[src/rtl/pc_gen_pkg.sv]
// Shared definitions for the program-counter generator: FSM state encoding,
// instruction size and branch-offset shift.
package pc_gen_pkg;

  typedef enum logic [1:0] {
    ST_BOOT = 2'd0,
    ST_RUN  = 2'd1,
    ST_HALT = 2'd2
  } pc_state_e;

  localparam int unsigned INSN_SIZE = 4;
  localparam int unsigned OFF_SHIFT = 2;

endpackage

[src/rtl/pc_ras.sv]
// Return-address stack: circular buffer addressed by a top pointer plus an
// occupancy count. Pushing when full overwrites the oldest entry. Popping
// when empty is a no-op. Push and pop together replace the top entry.
// DEPTH must be a power of two, at least 2.
module pc_ras #(
  parameter int unsigned ADDR_W = 32,
  parameter int unsigned DEPTH  = 4
) (
  input  logic              clk,
  input  logic              rst,
  input  logic              push,
  input  logic              pop,
  input  logic [ADDR_W-1:0] push_data,
  output logic [ADDR_W-1:0] top_data,
  output logic              empty,
  output logic              full
);

  localparam int unsigned PTR_W = (DEPTH > 1) ? $clog2(DEPTH) : 1;
  localparam int unsigned CNT_W = $clog2(DEPTH + 1);

  logic [ADDR_W-1:0] mem [DEPTH];
  logic [PTR_W-1:0]  top;
  logic [PTR_W-1:0]  top_inc;
  logic [CNT_W-1:0]  count;

  assign top_inc  = top + 1'b1;
  assign top_data = mem[top];
  assign empty    = (count == '0);
  assign full     = (count == CNT_W'(DEPTH));

  // Pointer and count: the pointer wraps freely, so a full push silently
  // drops the oldest entry while the count saturates.
  always_ff @(posedge clk) begin
    if (!rst) begin
      top   <= '0;
      count <= '0;
    end else if (push && pop) begin
      top   <= top;
      count <= count;
    end else if (push) begin
      top <= top_inc;
      if (!full) count <= count + 1'b1;
    end else if (pop && !empty) begin
      top   <= top - 1'b1;
      count <= count - 1'b1;
    end
  end

  // Entry storage; a push paired with a pop rewrites the current top.
  always_ff @(posedge clk) begin
    if (rst && push) begin
      mem[pop ? top : top_inc] <= push_data;
    end
  end

endmodule

[src/rtl/pc_gen.sv]
// Program-counter generator with BOOT/RUN/HALT control, PC-relative and
// indirect branches, and an optional return-address stack compiled in by
// defining PC_RAS_EN.
module pc_gen
  import pc_gen_pkg::*;
#(
  parameter int unsigned       ADDR_W    = 32,
  parameter int unsigned       COND_W    = 19,
  parameter int unsigned       UNCOND_W  = 26,
  parameter logic [ADDR_W-1:0] RESET_VEC = '0,
  parameter int unsigned       RAS_DEPTH = 4
) (
  input  logic                clk,
  input  logic                rst,
  input  logic                stall_i,
  input  logic                br_taken_i,
  input  logic                uncond_br_i,
  input  logic [COND_W-1:0]   cond_off_i,
  input  logic [UNCOND_W-1:0] uncond_off_i,
  input  logic                call_i,
  input  logic                ret_i,
  input  logic [ADDR_W-1:0]   reg_target_i,
  input  logic                redirect_i,
  input  logic [ADDR_W-1:0]   redirect_pc_i,
  input  logic                halt_i,
  output logic [ADDR_W-1:0]   pc_o,
  output logic [ADDR_W-1:0]   pc_plus4_o,
  output logic                valid_o,
  output logic                halted_o,
  output logic                ras_empty_o,
  output logic                ras_full_o
);

  pc_state_e         state;
  logic [ADDR_W-1:0] cond_ext;
  logic [ADDR_W-1:0] uncond_ext;
  logic [ADDR_W-1:0] br_target;
  logic [ADDR_W-1:0] ret_target;
  logic [ADDR_W-1:0] seq_target;
  logic [ADDR_W-1:0] ras_top;
  logic              ras_empty;
  logic              ras_full;
  logic              advance;
  logic              push;
  logic              pop;

  assign pc_plus4_o = pc_o + ADDR_W'(INSN_SIZE);

  assign cond_ext   = ADDR_W'($signed(cond_off_i));
  assign uncond_ext = ADDR_W'($signed(uncond_off_i));
  assign br_target  = pc_o + ((uncond_br_i ? uncond_ext : cond_ext) << OFF_SHIFT);
  assign ret_target = ras_empty ? reg_target_i : ras_top;

  // A RUN cycle that actually moves the PC along the program.
  assign advance = (state == ST_RUN) && !redirect_i && !halt_i && !stall_i;
  assign push    = advance && call_i && br_taken_i && uncond_br_i;
  assign pop     = advance && ret_i;

`ifdef PC_RAS_EN
  pc_ras #(
    .ADDR_W (ADDR_W),
    .DEPTH  (RAS_DEPTH)
  ) u_ras (
    .clk       (clk),
    .rst       (rst),
    .push      (push),
    .pop       (pop),
    .push_data (pc_plus4_o),
    .top_data  (ras_top),
    .empty     (ras_empty),
    .full      (ras_full)
  );
`else
  logic unused_ras;
  assign unused_ras = call_i ^ push ^ pop;
  assign ras_top    = '0;
  assign ras_empty  = 1'b1;
  assign ras_full   = 1'b0;
`endif

  assign ras_empty_o = ras_empty;
  assign ras_full_o  = ras_full;

  // Program-flow target for an unstalled RUN cycle: return, branch, or next.
  always_comb begin
    seq_target = pc_plus4_o;
    if (ret_i) begin
      seq_target = ret_target;
    end else if (br_taken_i) begin
      seq_target = br_target;
    end
  end

  // Control FSM with registered PC, valid and halted outputs.
  always_ff @(posedge clk) begin
    if (!rst) begin
      state    <= ST_BOOT;
      pc_o     <= RESET_VEC;
      valid_o  <= 1'b0;
      halted_o <= 1'b0;
    end else begin
      case (state)
        ST_BOOT: begin
          state   <= ST_RUN;
          pc_o    <= RESET_VEC;
          valid_o <= 1'b1;
        end
        ST_RUN: begin
          if (redirect_i) begin
            pc_o <= redirect_pc_i;
          end else if (halt_i) begin
            state    <= ST_HALT;
            valid_o  <= 1'b0;
            halted_o <= 1'b1;
          end else if (!stall_i) begin
            pc_o <= seq_target;
          end
        end
        ST_HALT: begin
          if (redirect_i) begin
            state    <= ST_RUN;
            pc_o     <= redirect_pc_i;
            valid_o  <= 1'b1;
            halted_o <= 1'b0;
          end
        end
        default: begin
          state    <= ST_BOOT;
          pc_o     <= RESET_VEC;
          valid_o  <= 1'b0;
          halted_o <= 1'b0;
        end
      endcase
    end
  end

endmodule
[config.mk]
export PLATFORM = sky130hd
export DESIGN_NAME = pc_gen
export DESIGN_NICKNAME = d
export VERILOG_FILES = /design/src/rtl/pc_gen_pkg.sv /design/src/rtl/pc_ras.sv /design/src/rtl/pc_gen.sv
export SDC_FILE = /design/constraint.sdc
export NUM_CORES = 1
export LEC_CHECK = 0
export ABC_CLOCK_PERIOD_IN_PS = 5200
export CORE_MARGIN = 1
export CORE_UTILIZATION = 45
export CTS_CLUSTER_DIAMETER = 120
export DETAILED_ROUTE_END_ITERATION = 12
export PLACE_DENSITY = 0.82
export SYNTH_ARGS = -nofsm -noshare
export SYNTH_HDL_FRONTEND = slang
export SYNTH_HIERARCHICAL = 1
export SYNTH_SLANG_ARGS = --single-unit
[constraint.sdc]
create_clock -name clk -period 5.2 [get_ports clk]
set_clock_uncertainty 0.2 [all_clocks]
set_input_delay 1.04 -clock clk [delete_from_list [all_inputs] [get_ports clk]]
set_output_delay 1.04 -clock clk [all_outputs]
set_load 0.05 [all_outputs]
======== After elaboration in Yosys (flattened, before gate mapping) ========
Cells that the tools add are included.
word-level totals
  flip-flop bits (word level) ............. 36
  latch bits .............................. 0
  memory bits (writable) .................. 0
  bits in read-only memories .............. 0
  input bits .............................. 118
  output and inout port bits .............. 68
  memories kept ........................... 0
cells by class
  add/sub/neg operators ................... 2
  multiply operators ...................... 0
  divide/modulo/power cells ............... 0
  order comparisons ....................... 0
  equality and inequality tests ........... 7
  shifts and indexed selects .............. 0
  mux-type cells .......................... 20
  bitwise operators ....................... 1
  reduce and logical (&&, ||, !) cells .... 4
operator list
  operator                                       count
  two-way mux 32 bit                             6
  one-hot mux 32 bit (2 select lines)            1
  adder 32 x 3 -> 32 bit, second input constant  1
  adder 32 bit                                   1
  two-way mux 30 bit                             1
  two-way mux 1 bit                              6
  two-way mux 2 bit                              3
  inequality test 2 bit, second input constant   3
  inequality test 3 bit, second input constant   2
  one-hot mux 1 bit (3 select lines)             2
  one-hot mux 2 bit (3 select lines)             1
  AND reduction 3 bit                            2
  AND reduction 4 bit                            1
  == test 2 x 1 -> 1 bit, second input constant  1
  == test 2 bit, second input constant           1
  logical NOT 2 bit                              1
  inverter 1 bit                                 1

======== Logic depth before layout (Yosys ltp) ========
Gate-level depths: netlist of the first run.
  word-level depth ........................ 8
  gate-level depth with buffers ........... 13

======== Least setup slack after synthesis of the first run ========
No wires, ideal clock.
  path kind ............................... input to register
  start ................................... input uncond_br_i
  end ..................................... register pc_o[30]
  setup time .............................. 0.074 ns
  data arrival time ....................... 3.965 ns
  required time ........................... 4.926 ns
  slack ................................... 0.961 ns
  cell stages on the path ................. 12
  buffers on the path ..................... 3
  cell sequence ........................... clkbuf_1 > clkbuf_1 > mux2_2 > ha_1 > buf_2 > a21oi_1 > o21ai_1 > and4b_1 > o21ai_1 > a21oi_1 > or4_1 > a31oi_1
between the ends
  longest elaborated chain between the ends .. 8
RTL lines
  item                                 line           source
  from (decl)                          pc_gen.sv:17   input logic uncond_br_i,
  two-way mux 30 bit                   pc_gen.sv:51   assign br_target = pc_o + ((uncond_br_i ? uncond_ext : cond_ext) << OFF_SHIFT);
  adder 32 bit                         pc_gen.sv:51
  two-way mux 32 bit                   pc_gen.sv:89   end else if (br_taken_i) begin
  two-way mux 32 bit                   pc_gen.sv:87   if (ret_i) begin
  two-way mux 32 bit                   pc_gen.sv:115  end else if (!stall_i) begin
  two-way mux 32 bit                   pc_gen.sv:111  end else if (halt_i) begin
  two-way mux 32 bit                   pc_gen.sv:109  if (redirect_i) begin
  one-hot mux 32 bit (2 select lines)  pc_gen.sv:102  case (state)
  to (signal assigned)                 pc_gen.sv:110  pc_o <= redirect_pc_i;
  to (signal assigned)                 pc_gen.sv:116  pc_o <= seq_target;
  to (signal assigned)                 pc_gen.sv:122  pc_o <= redirect_pc_i;
  to (decl)                            pc_gen.sv:26   output logic [ADDR_W-1:0] pc_o,
No other way between the ends. The select of a mux whose other input is x is not followed.
A chain may end at the register's enable or synchronous reset.

======== Worst setup path in the final report of the first run ========
  start ................................... register pc_o[2]
  end ..................................... output pc_plus4_o[26]
between the ends
  longest elaborated chain between the ends .. 1
RTL lines
  item                    line          source
  adder 32 x 3 -> 32 bit  pc_gen.sv:47  assign pc_plus4_o = pc_o + ADDR_W'(INSN_SIZE);
  to (decl)               pc_gen.sv:27  output logic [ADDR_W-1:0] pc_plus4_o,
No other way between the ends.

==> impl_results.md, run 1 <==
* Fin. Hold Viols at 0
* Io pins at 186
* Met3 usage at 5.27%
* CTS Sinks at 36
* CP peak stage delay at 0.89 ns
* Detailed Route Iter0 Violations at 504
* Synth Area in Simple Gates at 27.8%
* Clk_lat worst skew at 0.30 ns
* Synth Area in Adders at 9.12%
* Die height at 106 um
* Syn Inst Count at 701
* Slew @ Worst Pin at 0.821 ns
* Initial antenna violation count at 0
* Synth Area in Compound Gates at 28.4%
* Die W at 106 um
* Critical path capture point type: output port
* Psw at 0.489 mW
* Placed Instances at 992
* Startpoint Class: register
* Met1 Track Usage GR at 44.0%
* Flop pwr share at 26.8%
* Slew margin rel. at 44.9%
* CP cell instances: ha_1 -> nand3_1 -> or3_1 -> nor2_1 -> nand4_1 -> xnor2_1 -> clkdlybuf4s50_1
* CTS tree: built
* RSZ-0062 raised after global routing: false
* Global route total overflow at 0
* Async SR Flop Fraction at 0%
* Top FF cell, synth: dfxtp_1
* CP Max Fanout at 8
* Leak Pwr at 2.84 nW
* Vias in the first global route at 5837
* Period utilization at 90.2%
* Clock share of power at 23.3%
* Postcts setup bufs at 0
* Reg clk slew, reported paths at 0.09 ns
* Share of cells above drive strength 1 at 5.67%
* Pwr Total at 1.17 mW
* PostCTS Resize Cnt at 0
* IO Port Bufs at 182
* Met2 GRT Util at 61.7%
* Busiest grt layer: met2
* Final setup TNS at 0 ns
* # setup viols final at 0
* Power per cell area at 168 nW/um^2
* Maxcap violations at 0
* Largest net degree at the start of global routing at 29
* Mean Syn Cell Area at 6.97 um^2
* Fmax at 213 MHz
* Die area at 11300 um^2
* Antenna-violating nets left at 0
* ANT cells at 0
* Number of vias per cell at 6.19
* Sw Share at 42.0%
* DR WL/cell at 20.5 um
* Peak VDD IR at 0.105 mV
* Gr usage total at 35.4%
* Final min period at 4.69 ns
* Initial core utilization at 46.9%
* CP max stage cell: clkdlybuf4s50_1
* Final wirelength at 20500 um
* Largest delay contributor family on the critical path: simple AND/OR/NAND/NOR gates
* CP Data Arrival Time at 3.45 ns
* Internal at 0.676 mW
* Post-synthesis sequential element count at 36
* DR DRC count at 0
* Clock root buffer: clkbuf_8
* Synth-to-Final Area Change at 41.7%
* WP buf/inv at 1
* Row count at 37
* XOR/XNOR share of the synthesized area at 7.53%
* Final Max Tran Viols at 0
* Worst Hold Class: reg2reg
* Core area at 10400 um^2
* Worst path required time at 3.96 ns
* Total CTS buffers at 5
* Mapped Area at 4890 um^2
* Unique masters post-synth at 70
* Post-synth EDFFs at 0
* Syn_nets at 854
* H-tree level count at 2
* CTS max path bufs at 2
* DPL Wire Length at 15900 um
* Nets at 1016
* Crit path kind: reg2out
* Comb pwr share at 49.9%
* Pre-antenna DRT Iters at 5
* Layout Cells excl Fill at 1000
* Status: completed
* Ys Warns at 6
* GPL Wtd Cong at 0.982
* Largest family of logic cells by synthesized area: compound AO/OA/AOI/OAI gates
* # hold bufs at CTS at 0
* Via count at 6193
* First-pass GRT wire length at 31000 um
* Seq/Total Area, Yosys at 14.8%
* Mux cell area share after synthesis at 6.66%
## cells in the final DEF (no fill, tap or decap), types with 8 or more instances in the layout
master           synthesis  routed
nor2_1                  62      62
xor2_1                  22      22
o21ai_0                 40      40
a22oi_1                 12      12
dfxtp_1                 36      36
nand3_1                 38      38
ha_1                    34      34
a31oi_1                 10      10
o21bai_1                 8       8
nand2_1                 92      92
a21o_1                  15      15
inv_1                   24      24
xnor2_1                 20      20
nand2b_1                12      12
and3_1                  14      14
a21oi_1                 47      47
nor3_1                  18      18
clkdlybuf4s50_1          0     182
mux2_2                  20      20
buf_4                    4      12
mux2i_1                 10      10
## cells in the mapped netlist, types with 4 or more instances
library cell	n	area (um^2)
a32oi_1	4	35.0
nand3_1	38	190
and2_1	7	43.8
nand2b_1	12	75.1
a21oi_1	47	235
nor2b_1	7	43.8
a222oi_1	4	40.0
o21ai_0	40	200
inv_1	24	90.1
nand4_1	7	43.8
ha_1	34	425
nor4_1	5	31.3
or3_1	4	25.0
xnor2_1	20	175
nor2_1	62	233
dfxtp_1	36	721
a22o_1	4	35.0
and3_1	14	87.6
a31oi_1	10	62.6
a21o_1	15	113
nor3_1	18	90.1
buf_4	4	30.0
a211oi_1	7	52.6
nand3b_1	4	30.0
a221o_1	5	50.1
mux2_2	20	225
xor2_1	22	193
o21bai_1	8	60.1
o21ai_1	6	30.0
o211ai_1	7	52.6
a22oi_1	12	90.1
mux2i_1	10	100
clkbuf_1	31	116
o31ai_1	5	37.5
nand2_1	92	345
## through the flow
stage	cell area (um^2)	setup WS [ns]	utilization (%)	hold WS [ns]
after floorplan	4890	0.961	-	0.278
after global placement	6810	0.370	65.4	0.265
after detailed placement	6810	0.317	65.4	0.301
after CTS	6920	0.573	66.5	0.327
after global routing	6920	0.420	66.5	0.356
final	6920	0.512	66.5	0.319
## worst min-delay path, cell delays in order, from the launching register on
cell     delay [ns]
dfxtp_1        0.34
mux2i_1        0.07
nor2_1         0.07
## final cells by class
class	count	area, um^2
Clock inverter	3	42.5
Tap cell	136	170
Clock buffer	5	68.8
Timing Repair Buffer	195	1930
Sequential cell	36	721
Fill cell	930	3490
Multi-Input combinational cell	599	3890
Inverter	26	97.6
## logic make-up (layout without fill, tap and decap cells)
| family | Yosys count | count (layout) |
|---|---|---|
| adder cells (fa/ha/maj) | 35 | 35 |
| XOR/XNOR | 42 | 42 |
| multiplexers | 30 | 30 |
| AO/OA/AOI/OAI | 207 | 207 |
| other | 2 | 2 |
| flip-flops | 36 | 36 |
| buffers and inverters | 66 | 229 |
| AND/OR/NAND/NOR | 283 | 283 |
## power by group through the flow
| stage | clock, mW | sequential (mW) | combinational [mW] |
|---|---|---|---|
| after CTS | 0.273 | 0.312 | 0.573 |
| after global placement | 0 | 0.317 | 0.562 |
| after floorplan | 0 | 0.355 | 0.308 |
| final | 0.272 | 0.312 | 0.582 |
| after detailed placement | 0 | 0.318 | 0.569 |
| after global routing | 0.278 | 0.314 | 0.621 |
## flip-flops by register name, summed over array words and instances, names as in the netlist
name,flops
halted_o,1
pc_o,32
state,2
valid_o,1
## path summary, 6_finish.rpt
kind,start,to,slack (ns),depth (start not counted)
max reg2reg,pc_o[2],pc_o[30],1.85,10
min reg2reg,halted_o,halted_o,0.32,2
max,pc_o[2],pc_plus4_o[26],0.51,7
min,halted_o,halted_o,0.32,2
## routing by layer
| metal | up-vias | wire (um) |
|---|---|---|
| met5 | - | 0 |
| met4 | 0 | 672 |
| met3 | 49 | 2100 |
| met2 | 392 | 9640 |
| met1 | 2862 | 8130 |
| li1 | 2890 | - |
Note: power is estimated with default switching activity, not from simulation.
==> inputs of run 2 (changes only) <==
Settings changed: CORE_ASPECT_RATIO set to 1.1, GPL_ROUTABILITY_DRIVEN set to 0.
==> run 2 against run 1 <==
Setup slack better by 0.057 ns. Wire length is 5.8% lower. Non-clock buffer count is 5 lower. Via count increased by 2.3%. Clock power is 20% higher.
==> impl_results.md, run 2 (same netlist as run 1, synthesis figures left out) <==
* Status: completed
* H-tree level count at 2 (unchanged)
* CP Max Fanout at 19 (+11)
* Row count at 39 (+5.4%)
* Io pins at 186 (unchanged)
* Initial antenna violation count at 0 (unchanged)
* Worst Hold Class: reg2reg
* Clk_lat worst skew at 0.28 ns (-0.02 ns)
* Power per cell area at 175 nW/um^2 (+3.7%)
* Share of cells above drive strength 1 at 5.01% (-0.67 points)
* Reg2reg path depth at 9 (-1)
* Crit path depth at 11 (+4)
* Postcts setup bufs at 0 (unchanged)
* Die height at 111 um (+4.8%)
* Period utilization at 89.1% (-1.1 points)
* PostCTS Resize Cnt at 0 (unchanged)
* Number of vias per cell at 6.32 (+2.1%)
* Peak VDD IR at 0.111 mV (+5.5%)
* Clock root buffer: clkbuf_16
* R2r endpoint: pc_o[29]
* Commonest non-fill, non-tap cell in the layout: clkdlybuf4s50_1
* Biggest regs: pc_o x32, state x2
* Critical Path Start: uncond_br_i
* Fin. Hold Viols at 0 (unchanged)
* ANT cells at 0 (unchanged)
* Worst R2R Start: state[1]
* Largest net degree at the start of global routing at 28 (-3.4%)
* DR DRC count at 0 (unchanged)
* Synth-to-Final Area Change at 41.9%
* PnR worst setup slack at 0.569 ns (+0.0570 ns)
* Pwr Total at 1.21 mW (+3.9%)
* Hold Path Origin: valid_o
* IO Port Bufs at 182 (unchanged)
* Slew @ Worst Pin at 0.759 ns (-0.0614 ns)
* Pre-antenna DRT Iters at 6 (+1)
* Largest delay contributor family on the critical path: compound AO/OA/AOI/OAI gates
* First-pass GRT wire length at 29400 um (-5.0%)
* Multi-input logic area at 3890 um^2 (unchanged)
* Gr usage total at 33.3% (-2.1 points)
* Max FFs per register at 32 (unchanged)
* Hold WS at 0.304 ns (-0.0153 ns)
* Final min period at 4.63 ns (-0.0570 ns)
* CP peak stage delay at 0.77 ns (-0.12 ns)
* Via count at 6336 (+2.3%)
* Commonest cells after routing, fill and taps aside: clkdlybuf4s50_1, nand2_1, nor2_1, a21oi_1, o21ai_0
* CP Data Arrival Time at 4.62 ns (+1.17 ns)
* Critical path capture point type: register
* Placed Instances at 994 (+0.20%)
* Leak Pwr at 2.84 nW (-0.27%)
* Reg clk slew, reported paths at 0.07 ns (-0.02 ns)
* FF/Latch Area at 721 um^2 (unchanged)
* Global route total overflow at 0 (unchanged)
* CTS Sinks at 36 (unchanged)
* Maxcap violations at 0 (unchanged)
* CTS tree: built
* Post-route cell area at 6930 um^2 (+0.14%)
* Vias in the first global route at 5992 (+2.7%)
* Final wirelength at 19300 um (-5.8%)
* Final setup TNS at 0 ns (unchanged)
* DPL Wire Length at 14700 um (-7.3%)
* Startpoint Class: input port
* Layout Cells excl Fill at 1002 (+0.20%)
* CP max stage cell: clkdlybuf4s50_1
* Initial core utilization at 46.6% (-0.34 points)
* Dpl cell area at 6780 um^2 (-0.42%)
* Total CTS buffers at 5 (unchanged)
* Antenna-violating nets left at 0 (unchanged)
* Nets at 1011 (-0.49%)
* R2R setup slack at 1.62 ns (-0.23 ns)
* Slew margin rel. at 49.0% (+4.1 points)
* DR WL/cell at 19.3 um (-6.0%)
* Die area at 11300 um^2 (about the same)
* CP cell instances: clkdlybuf4s50_1 -> buf_12 -> mux2_2 -> ha_1 -> a21oi_1 -> o21bai_1 -> nor2_1 -> o211ai_1 -> a2111oi_0 -> o21ai_0 -> a41o_1
* Final Max Tran Viols at 0 (unchanged)
* # setup viols final at 0 (unchanged)
* CP Capture Point: pc_o[27]
* Utilization after layout at 66.1% (-0.38 points)
* Fill count at 907 (-2.5%)
* RSZ-0062 raised after global routing: false
* WP buf/inv at 2 (+1)
* Most flops, register: pc_o
* Die W at 101 um (-4.6%)
* CTS max path bufs at 2 (unchanged)
* Detailed Route Iter0 Violations at 526 (+4.4%)
* Fmax at 216 MHz (+1.2%)
* Crit path kind: in2reg
* Pre-CTS setup slack at 0.426 ns (+0.109 ns)
* Core area at 10500 um^2 (+0.72%)
* # hold bufs at CTS at 0 (unchanged)
* Worst path required time at 5.19 ns (+1.23 ns)
-- run 2: cell count changes in the layout (fill, tap and decap cells not counted), sizes merged --
cell    before  now
clkinv       2    1
clkbuf       5    7
bufinv       1    0
buf         13    8
-- run 2: area by class of cell --
cell class                 instances  share of cell area, %
sequential                        36                   10.4
clock buffer                       7                   2.06
clock inverter                     1                  0.108
timing repair buffer             190                   27.3
tap                              143                   2.58
inverter                          26                   1.41
multi-input combinational        599                   56.1
-- run 2: how the worst min path moves through the flow --
stage	to	depth (start not counted)	slack (ns)
2_1_floorplan	state[1]	2	0.28
3_3_place_gp	valid_o	2	0.28
3_5_place_dp	valid_o	2	0.30
4_1_cts	valid_o	2	0.31
5_1_grt	valid_o	2	0.34
6_report	valid_o	2	0.30
-- run 2: power breakdown --
part	total (mW)	switching [mW]	internal [mW]
logic	0.570	0.329	0.241
registers	0.313	0.0235	0.290
clock network	0.327	0.135	0.192
total	1.21	0.488	0.723
-- run 2: tightest hold or removal path, cell delays in order, from the launching register on --
cell	delay, ns
dfxtp_1	0.34
a21oi_1	0.07
nor2_1	0.07
-- run 2: routing by layer --
metal | up-vias | share of wire [%] | track usage (%)
li1 | 2891 | - | -
met4 | 0 | 4.3 | 15.7
met3 | 78 | 11 | 5.36
met2 | 453 | 47 | 57.6
met5 | - | 0 | 0
met1 | 2914 | 37 | 39.4
==> inputs of run 3 (changes only) <==
Settings changed: ABC_CLOCK_PERIOD_IN_PS 5200 to 5800, REMOVE_ABC_BUFFERS set to 1.
Clock period 5.2 ns to 5.8 ns, I/O delays scaled along.
==> run 3 against run 2 <==
Register-to-register slack gained 0.87 ns. Utilization about the same. Largest cell class unchanged. Setup slack better by 0.36 ns. Sequential share of layout area is essentially flat. Die area stayed put. Via count down 1.7%. Combinational power decreased by 10%. Count of clock-buffer cells in the layout is 2 lower. First-iteration DRC count rose by 6.7%. Total power shrank 7.7%. Cell count unchanged.
==> impl_results.md, run 3 (same netlist as run 1, synthesis figures left out) <==
* Total CTS buffers at 5 (unchanged)
* Biggest regs: pc_o x32, state x2
* WP buf/inv at 2 (unchanged)
* Die area at 11300 um^2 (unchanged)
* Io pins at 186 (unchanged)
* Critical path capture point type: register
* Final min period at 4.87 ns
* Max FFs per register at 32 (unchanged)
* Worst path required time at 5.78 ns (+0.59 ns)
* CTS max path bufs at 2 (unchanged)
* Slew @ Worst Pin at 0.914 ns (+0.155 ns)
* Initial core utilization at 46.6% (unchanged)
* IO Port Bufs at 182 (unchanged)
* H-tree level count at 2 (unchanged)
* Fill count at 904 (-0.33%)
* Dpl cell area at 6770 um^2 (-0.18%)
* Gr usage total at 33.2% (-0.066 points)
* Postcts setup bufs at 0 (unchanged)
* ANT cells at 0 (unchanged)
* Peak VDD IR at 0.119 mV (+7.7%)
* CP cell instances: clkdlybuf4s50_1 -> buf_4 -> mux2_2 -> ha_1 -> a21oi_1 -> o21ai_0 -> a22oi_1 -> o211ai_1 -> a2111oi_0 -> o21ai_0 -> a41o_1
* CTS tree: built
* Post-route cell area at 6940 um^2 (about the same)
* Comb pwr share at 45.9% (-1.2 points)
* Die W at 101 um (unchanged)
* Final setup TNS at 0 ns (unchanged)
* Clock share of power at 29.0% (+2.0 points)
* Via count at 6229 (-1.7%)
* CP Max Fanout at 17 (-2)
* Status: completed
* Largest net degree at the start of global routing at 30 (+7.1%)
* Crit-path most repeated cell: o21ai_0
* Initial antenna violation count at 0 (unchanged)
* Sw Share at 39.3% (-1.0 points)
* Nets at 1011 (unchanged)
* Number of vias per cell at 6.22 (-1.7%)
* Hold WS at 0.295 ns (-0.00859 ns)
* Slew margin rel. at 38.6% (-10 points)
* Leak Pwr at 2.84 nW (+0.16%)
* Power per cell area at 161 nW/um^2 (-7.7%)
* RSZ-0062 raised after global routing: false
* Largest delay contributor family on the critical path: compound AO/OA/AOI/OAI gates
* Vias in the first global route at 6126 (+2.2%)
* Fmax at 205 MHz
* CP max stage cell: clkdlybuf4s50_1
* Commonest cells after routing, fill and taps aside: clkdlybuf4s50_1, nand2_1, nor2_1, a21oi_1, o21ai_0
* Pwr Total at 1.12 mW (-7.7%)
* Startpoint Class: input port
* Final wirelength at 19300 um (about the same)
* CP peak stage delay at 0.80 ns (+0.03 ns)
* DPL Wire Length at 14500 um (-1.7%)
* Crit path kind: in2reg
* Global route total overflow at 0 (unchanged)
* CTS Sinks at 36 (unchanged)
* Most flops, register: pc_o
* Worst Hold Class: reg2reg
* Antenna-violating nets left at 0 (unchanged)
* Core area at 10500 um^2 (unchanged)
* Clk_lat worst skew at 0.29 ns (about the same)
* Share of cells above drive strength 1 at 5.12% (+0.12 points)
* DR DRC count at 0 (unchanged)
* PostCTS Resize Cnt at 0 (unchanged)
* # setup viols final at 0 (unchanged)
* Commonest non-fill, non-tap cell in the layout: clkdlybuf4s50_1
* Flop pwr share at 25.1% (-0.8 points)
* Clock root buffer: clkbuf_16
* Fin. Hold Viols at 0 (unchanged)
* Pre-antenna DRT Iters at 6 (unchanged)
* Final Max Tran Viols at 0 (unchanged)
* Period utilization at 84.0%
* # hold bufs at CTS at 0 (unchanged)
* DR WL/cell at 19.3 um (about the same)
* CP Data Arrival Time at 4.85 ns (+0.23 ns)
* Die height at 111 um (unchanged)
* Reg clk slew, reported paths at 0.07 ns (about the same)
* Internal at 0.678 mW (-6.1%)
* Maxcap violations at 0 (unchanged)
* Detailed Route Iter0 Violations at 561 (+6.7%)
* Synth-to-Final Area Change at 42.0% (about the same)
* Row count at 39 (unchanged)
* Psw at 0.439 mW (-10%)
* First-pass GRT wire length at 29700 um (+0.98%)
[run 3: cell count changes in the layout (fill, tap and decap cells not counted)]
cell | previous run | this run
clkinv_2 | 0 | 1
bufinv_16 | 0 | 1
buf_12 | 1 | 0
clkbuf_1 | 1 | 0
clkbuf_8 | 1 | 0
buf_4 | 7 | 8
[run 3: area by class of cell]
class / instances / area [um^2] / area share [%]
clock buffers: 5 / 125 / 1.80
clock inverters: 3 / 42.5 / 0.613
inverters: 26 / 97.6 / 1.41
multi-input cells: 599 / 3890 / 56.1
flip-flops and latches: 36 / 721 / 10.4
well taps: 143 / 179 / 2.58
repair buffers: 190 / 1880 / 27.1
[run 3: per-stage QoR]
step	util, %	std cells	worst slack, ns
floorplan	-	661	1.69
global placement	64.5	994	0.792
detailed placement	64.5	994	0.745
CTS	66.1	1002	1.01
global route	66.1	1002	0.685
finish	66.1	1002	0.930
[run 3: power by group through the flow]
stage	clock, mW	sequential (mW)	combinational, mW
floorplan	0	0.319	0.260
global placement	0	0.285	0.492
detailed placement	0	0.285	0.501
CTS	0.321	0.280	0.504
global route	0.332	0.282	0.544
finish	0.324	0.281	0.513
[run 3: tightest hold or removal path: stages, from the launching register on]
cell and delay, ns:
dfxtp_1 0.33, mux2i_1 0.06, nor2_1 0.07
[run 3: layer usage]
| layer | vias to the layer above | share of wire (%) | global-route usage [%] |
|---|---|---|---|
| met5 | - | 0 | 0 |
| met4 | 0 | 5.0 | 18.1 |
| met3 | 79 | 9.9 | 4.10 |
| met2 | 401 | 46 | 56.7 |
| met1 | 2864 | 39 | 39.7 |
| li1 | 2885 | - | - |
[run 3: worst paths after layout]
| kind | start | endpoint | slack (ns) | depth (start not counted) |
|---|---|---|---|---|
| worst min register to register | halted_o | halted_o | 0.30 | 2 |
| worst min-delay path | halted_o | halted_o | 0.30 | 2 |
| worst max-delay path | uncond_br_i | pc_o[27] | 0.93 | 11 |
| worst max register to register | state[1] | pc_o[31] | 2.49 | 10 |
